--- config.mk ---
export PLATFORM = sky130hd
export DESIGN_NAME = conv_accumulator_flat
export DESIGN_NICKNAME = d
export VERILOG_FILES = /design/src/rtl/conv_accumulator_if.sv /design/src/rtl/conv_accumulator.sv /design/src/flat_wrapper.sv
export SDC_FILE = /design/constraint.sdc
export NUM_CORES = 1
export LEC_CHECK = 0
export CAP_MARGIN = 20
export CORE_MARGIN = 3
export CORE_UTILIZATION = 40
export CTS_CLUSTER_DIAMETER = 100
export CTS_CLUSTER_SIZE = 10
export DETAILED_ROUTE_END_ITERATION = 8
export GPL_TIMING_DRIVEN = 0
export SLEW_MARGIN = 15
export SYNTH_ARGS = -nofsm -noshare
export SYNTH_HDL_FRONTEND = slang
export SYNTH_SLANG_ARGS = --single-unit
--- constraint.sdc ---
create_clock -name clk -period 2.55 [get_ports clk]
set_input_delay 0.765 -clock clk [delete_from_list [all_inputs] [get_ports clk]]
set_output_delay 0.765 -clock clk [all_outputs]
set_load 0.03 [all_outputs]
--- src/rtl/conv_accumulator_if.sv ---
// Handshake bundle for conv_accumulator: CSA beat input side and saturated result side.
interface conv_accumulator_if #(
    parameter int unsigned W  = 4,
    parameter int unsigned E  = 3,
    parameter int unsigned OW = 8
);
    logic          i_valid;
    logic          o_ready;
    logic [W+E-1:0] i_sum;
    logic          i_cout;
    logic [OW-1:0] i_bias;
    logic          o_valid;
    logic          i_ready;
    logic [OW-1:0] o_data;
    logic          o_sat;

    modport master (
        output i_valid, i_sum, i_cout, i_bias, i_ready,
        input  o_ready, o_valid, o_data, o_sat
    );

    modport slave (
        input  i_valid, i_sum, i_cout, i_bias, i_ready,
        output o_ready, o_valid, o_data, o_sat
    );
endinterface

--- src/rtl/conv_accumulator.sv ---
// Sums C unsigned CSA beats per group, adds a per-group bias and emits a saturated result.
module conv_accumulator #(
    parameter int unsigned W  = 4,
    parameter int unsigned E  = 3,
    parameter int unsigned C  = 4,
    parameter int unsigned OW = 8
) (
    input  logic              clk,
    input  logic              rst,
    conv_accumulator_if.slave bus
);
    localparam int unsigned IW = W + E + 1;
    localparam int unsigned AW = IW + $clog2(C) + 1;
    localparam int unsigned CW = (C > 1) ? $clog2(C) : 1;
    localparam logic [CW-1:0] LastCnt = CW'(C - 1);

    typedef enum logic [1:0] {StAcc, StAdd, StOut} state_t;

    state_t        r_state;
    state_t        w_state_nxt;
    logic [CW-1:0] r_cnt;
    logic [AW-1:0] r_acc;
    logic [OW-1:0] r_bias;
    logic          r_valid;
    logic [OW-1:0] r_data;
    logic          r_sat;

    logic          w_ready;
    logic          w_accept;
    logic          w_last;
    logic [IW-1:0] w_beat;
    logic          w_sat;

    assign w_beat   = {bus.i_cout, bus.i_sum};
    assign w_accept = bus.i_valid && w_ready;
    assign w_last   = (r_cnt == LastCnt);
    // Anything above the low OW bits means the result does not fit.
    assign w_sat    = (r_acc >> OW) != '0;

    always_comb begin
        w_state_nxt = r_state;
        w_ready     = 1'b0;
        case (r_state)
            StAcc: begin
                w_ready = 1'b1;
                if (w_accept && w_last) begin
                    w_state_nxt = StAdd;
                end
            end
            StAdd: w_state_nxt = StOut;
            StOut: begin
                if (r_valid && bus.i_ready) begin
                    w_state_nxt = StAcc;
                end
            end
            default: w_state_nxt = StAcc;
        endcase
    end

    always_ff @(posedge clk) begin
        if (rst) begin
            r_state <= StAcc;
            r_cnt   <= '0;
            r_acc   <= '0;
            r_bias  <= '0;
            r_valid <= 1'b0;
            r_data  <= '0;
            r_sat   <= 1'b0;
        end else begin
            r_state <= w_state_nxt;
            if (w_accept) begin
                if (r_cnt == '0) begin
                    r_acc  <= AW'(w_beat);
                    r_bias <= bus.i_bias;
                end else begin
                    r_acc <= r_acc + AW'(w_beat);
                end
                r_cnt <= w_last ? '0 : r_cnt + CW'(1);
            end
            if (r_state == StAdd) begin
                r_acc <= r_acc + AW'(r_bias);
            end
            // First OUT cycle registers the clipped result; it then holds until taken.
            if (r_state == StOut) begin
                if (!r_valid) begin
                    r_valid <= 1'b1;
                    r_data  <= w_sat ? {OW{1'b1}} : OW'(r_acc);
                    r_sat   <= w_sat;
                end else if (bus.i_ready) begin
                    r_valid <= 1'b0;
                end
            end
        end
    end

    assign bus.o_ready = w_ready;
    assign bus.o_valid = r_valid;
    assign bus.o_data  = r_data;
    assign bus.o_sat   = r_sat;
endmodule

--- src/flat_wrapper.sv ---
// flat-port wrapper written by rule: the top's interface ports become plain ports
module conv_accumulator_flat 
#(
    parameter int unsigned W  = 4,
    parameter int unsigned E  = 3,
    parameter int unsigned C  = 4,
    parameter int unsigned OW = 8
)
  (clk, rst, bus_i_valid, bus_i_sum, bus_i_cout, bus_i_bias, bus_i_ready, bus_o_ready, bus_o_valid, bus_o_data, bus_o_sat);
  conv_accumulator_if #(.W(W), .E(E), .OW(OW)) bus_i ();
  input  logic clk;
  input  logic rst;
  input wire logic [$bits(bus_i.i_valid)-1:0] bus_i_valid;
  input wire logic [$bits(bus_i.i_sum)-1:0] bus_i_sum;
  input wire logic [$bits(bus_i.i_cout)-1:0] bus_i_cout;
  input wire logic [$bits(bus_i.i_bias)-1:0] bus_i_bias;
  input wire logic [$bits(bus_i.i_ready)-1:0] bus_i_ready;
  output wire logic [$bits(bus_i.o_ready)-1:0] bus_o_ready;
  output wire logic [$bits(bus_i.o_valid)-1:0] bus_o_valid;
  output wire logic [$bits(bus_i.o_data)-1:0] bus_o_data;
  output wire logic [$bits(bus_i.o_sat)-1:0] bus_o_sat;
  assign bus_i.i_valid = bus_i_valid;
  assign bus_i.i_sum = bus_i_sum;
  assign bus_i.i_cout = bus_i_cout;
  assign bus_i.i_bias = bus_i_bias;
  assign bus_i.i_ready = bus_i_ready;
  assign bus_o_ready = bus_i.o_ready;
  assign bus_o_valid = bus_i.o_valid;
  assign bus_o_data = bus_i.o_data;
  assign bus_o_sat = bus_i.o_sat;
  conv_accumulator #(.W(W), .E(E), .C(C), .OW(OW)) u_core (.clk(clk), .rst(rst), .bus(bus_i));
endmodule
### Yosys cells after proc, flatten, opt, wreduce, memory -nomap -nowiden

Index checks and enable logic that the tools add are counted.

* register bits: 33
* bits in latches: 0
* RAM bits: 0
* memory bits (read-only): 0
* output and inout bits: 11
* memories: 0

* $add $sub $neg: 3
* $mul: 0
* divide/modulo/power cells: 0
* order comparisons: 0
* eq/ne operators: 5
* shift operators: 0
* muxes and demuxes: 11
* bitwise logic cells: 1
* reduce and logical (&&, ||, !) cells: 10

Operator list (number)
* $mux W11: 3
* $add A11 B8 Y11: 2
* $reduce_bool A11 Y1: 1
* $mux W8: 1
* $mux W2: 3
* $pmux W2 S3: 1
* $reduce_and A2 Y1: 3
* $eq A2 B2 Y1 const B: 2
* $logic_not A2 Y1: 2
* $ne A2 B1 Y1 const B: 2
* $logic_and A1 B1 Y1: 3
* $mux W1: 3
* $add A2 B1 Y2 const B: 1
* $eq A2 B1 Y1 const B: 1
* $reduce_bool A2 Y1: 1
* $not A1 Y1: 1

### Depth between registers and ports, before layout

* word-level depth: 6
* depth in mapped cells: 9

### Worst setup path before layout

No wires, ideal clock.

* path type: input to register
* from: input port bus_i_sum[0]
* to: register u_core.r_acc[10]
* data arrival time: 2.249 ns
* setup slack: 0.205 ns
* stages on the path: 9
* path buffers: 0
* cells stage by stage: ha_1 > inv_1 > fa_1 > nor2b_4 > o2111ai_1 > nand3b_1 > o31a_1 > a2111o_1 > o311ai_1

* cells in the longest elaborated chain, start to end: 4

RTL lines
* from (decl): RTL line flat_wrapper.sv:14 `input wire logic [$bits(bus_i.i_sum)-1:0] bus_i_sum;`
* $add A11 B8 Y11: RTL line conv_accumulator.sv:76 `r_acc <= r_acc + AW'(w_beat);`
* $mux W11: RTL line conv_accumulator.sv:72 `if (r_cnt == '0) begin`
* $mux W11: RTL line conv_accumulator.sv:71 `if (w_accept) begin`
* $mux W11: RTL line conv_accumulator.sv:80 `if (r_state == StAdd) begin`
* to (signal assigned): RTL line conv_accumulator.sv:73 `r_acc <= AW'(w_beat);`
* to (signal assigned): RTL line conv_accumulator.sv:76
* to (signal assigned): RTL line conv_accumulator.sv:81 `r_acc <= r_acc + AW'(r_bias);`
* to (decl): RTL line conv_accumulator.sv:22 `logic [AW-1:0] r_acc;`

Every way passes these cells. The select of a mux whose other input is x is not followed.
A chain may end at the register's enable or synchronous reset.

### Worst setup path after layout

* from: input port bus_i_sum[5]
* to: register u_core.r_acc[10]

The elaborated chain is that of the path after synthesis.

==> reports/summary.md <==
The run finished with clean final reports. Along the worst path, the maximum fanout reaches 6. The async set-reset flop share out of synthesis is 0. For the pin with the worst max-slew slack, the measured transition is 655 ps.

The placer congestion estimate is 0.899. The total routed wirelength is 5990 microns, and the full die area is 0.00652 sq mm. The logs give 0 for the total overflow reported by the global router and 2066 for the number of global-route vias before repair.

The number of enable-type register cells in the synthesized netlist is 0, and the number of buffers between clock root and the deepest sink is 2. 31 I/O pins were placed. By area, the combinational part of the netlist is dominated by compound AO/OA/AOI/OAI gates.

The pre-antenna-repair detailed-routing pass consisted of 4 iterations. Clock skew on the completed layout was measured at 8.11 ps. VDD sags by at most 396 uV.

The final route contains 2155 vias. Endpoint arrival time on the critical path: 2620 ps. The number of max-slew violations in the final report is 0.

The logs give 0 for the final count of hold timing violations and 0.424 for the initial core utilization. The commonest cells after synthesis are nand2_1, dfxtp_1, a21oi_1, ha_1, nor2_1. Via count normalized by instance count: 5.53. The number of antenna cells inserted came out at 0.

For the pin count of the biggest net entering global routing, the log shows 12. The compound-cell area share of the yosys netlist is 0.260, and the gate count of the mapped netlist is 281. Clock latency on the worst-skew pair: 290 ps.

For the placed wire-length estimate, the log shows 4490 microns. By area the synthesized netlist is led by dfxtp_1, ha_1, nand2_1. The number of antenna violations at the first check in global routing is 0. The biggest area consumer among synthesized cells was dfxtp_1.

Required time reported for the critical path endpoint: 2750 ps. The clock slew at the register clock pins of the worst setup and hold paths came out at 80 ps. The post-synthesis xor/xnor area fraction was 0.0314. In this run the power density over the cells is 458 mW/mm^2.

In this run, the number of DRC markers left after iteration 0 of detailed routing was 86. The number of buffers created by CTS was 5. In this run the worst hold path is classified as flip-flop to flip-flop. Mux cell area share after synthesis: 0.0134. The Yosys step of the flow raised 0 warnings.

STA classifies the critical path endpoint as a flip-flop. After clock tree synthesis, the flow added hold-fix buffers numbering 0. The detailed-route wire length per cell came out at 15.4 microns.

The critical path is of the primary input to flip-flop type. The clock root buffer is clkbuf_8. Synthesized area divided by synthesized cell count: 7.95 sq um.

The top cell type's share of synthesized area works out to 0.296. The vertical die dimension works out to 80.7 microns. The worst setup path is launched from a primary input. Setup repair after global routing left no endpoint under its margin. Row generation in the floorplan step produced 26 rows. The reg-to-reg critical path startpoint was u_core.r_acc[0]$_SDFFE_PP0P_. The tools report the post-detailed-route count of antenna-violating nets as 0. The netlist uses 55 different library cells.

The post-route DRC violation count was 0; the floorplan core area was 0.00527 sq mm. The post-synthesis adder-cell area fraction is 0.119, and the clock sink count is 33. TritonCTS built the clock tree. Subtracting the final worst setup slack from the clock period gives 2420 ps. Most numerous cell in the Yosys netlist: nand2_1.

Setup violations remaining at the end of the flow were counted as 0. Worst relative slew slack: 0.561. The worst hold path begins at u_core.bus.o_sat$_SDFFE_PP0P_. The design draws 1270 uW. For this run, the leading register cell type out of synthesis is dfxtp_1.

The share of the yosys chip area belonging to registers is 0.296, and the basic-gate share of the synthesized area counting and, or, nand and nor cells is 0.244. The final layout contains 359 nets. The max-capacitance violation count is 0, and the wire length of the first global-routing pass is 10100 microns. The period utilization works out to 0.948.

The number of register bits inferred by synthesis was 33; the signed area change from the synthesized netlist to the final layout was 24.5%. The post-synth design cell area was 0.00223 sq mm. The tools report the timing-limited maximum frequency as 414 MHz. In this run the worst setup path begins at bus_i_sum[5]. Input and output buffers added on the ports amount to 30.

Synthesis produced a netlist with a net count of 321. The number of H-tree branching levels came out at 2. In this run the static leakage power is 0.00112 uW.

From left edge to right edge, the die measures 80.7 microns. The proportion of layout cells with a drive suffix above 1 came out at 0.109. The overall routing resource usage is 0.198, and the sum of negative setup slack is 0 ps.
## critical path, stage by stage
cell and delay, ps:
clkdlybuf4s50_1 500, ha_2 330, o21ai_1 110, nand3b_1 140, o31a_1 320, a2111o_1 400, o311ai_2 70
## path summary, 6_finish.rpt
| path | slack (ps) | to | cells past startpoint |
|---|---|---|---|
| min reg2reg | 460 | u_core.bus.o_sat$_SDFFE_PP0P_ | 2 |
| max | 130 | u_core.r_acc[10]$_SDFFE_PP0P_ | 7 |
| min | 460 | u_core.bus.o_sat$_SDFFE_PP0P_ | 2 |
| max reg2reg | 350 | u_core.r_acc[10]$_SDFFE_PP0P_ | 9 |
## state kept, by name, summed over array words and instances (netlist names)
register,cells
u_core.bus.o_sat,1
u_core.r_cnt,2
u_core.r_bias,8
u_core.bus.o_data,8
u_core.r_acc,11
u_core.bus.o_valid,1
u_core.r_state,2
## cell families after synthesis
logic type | Yosys count
simple gates | 109
compound gates | 87
flops | 33
buf+inv | 21
fa+ha+maj | 20
xor+xnor | 8
mux | 3
## per-layer routing
metal / track usage / wire, microns / share of wire
met2: 0.315 / 2620 / 0.44
met3: 0.0443 / 284 / 0.047
met1: 0.267 / 2970 / 0.50
met4: 0.0659 / 118 / 0.020
met5: 0 / 0 / 0
## layout by cell type (no fill, tap or decap), types with 8 or more instances in the layout
cell / instances
clkdlybuf4s50_1: 25
nor2_1: 13
o21ai_0: 8
a31oi_1: 9
inv_1: 8
a21oi_1: 28
dfxtp_1: 33
nand2_1: 54
ha_1: 13
nand3_1: 8
## layout make-up
type,instances,area (sq um)
fill,561,2490
multi-input combinational,227,1560
sequential,33,661
timing repair buffer,31,305
tap,70,87.6
clock buffer,5,68.8
buffer,11,45.0
inverter,10,37.5
clock inverter,3,17.5
## power by group
group / leakage [uW] / switching [uW] / internal [uW]
Clock: 0.0000439 / 202 / 188
Sequential: 0.000268 / 30.5 / 536
Combinational: 0.000807 / 173 / 144
## what timing repair did
item,in CTS,in global routing
setup buffers,0,1
endpoints found under the hold margin,0,0
pin swaps,4,8
gates resized for setup,11,10
endpoints found under the setup margin,6,6
## stage by stage
step	util	cell area, sq um	hold WS (ps)	setup WS, ps	instances
3_5_place_dp	0.498	2620	460	-428	381
3_3_place_gp	0.498	2620	450	-423	381
6_report	0.528	2780	461	133	390
5_1_grt	0.528	2780	485	6.68	390
4_1_cts	0.521	2750	469	-30.2	389
2_1_floorplan	-	2230	441	205	281
No activity file was read; power rests on OpenSTA's default activity.
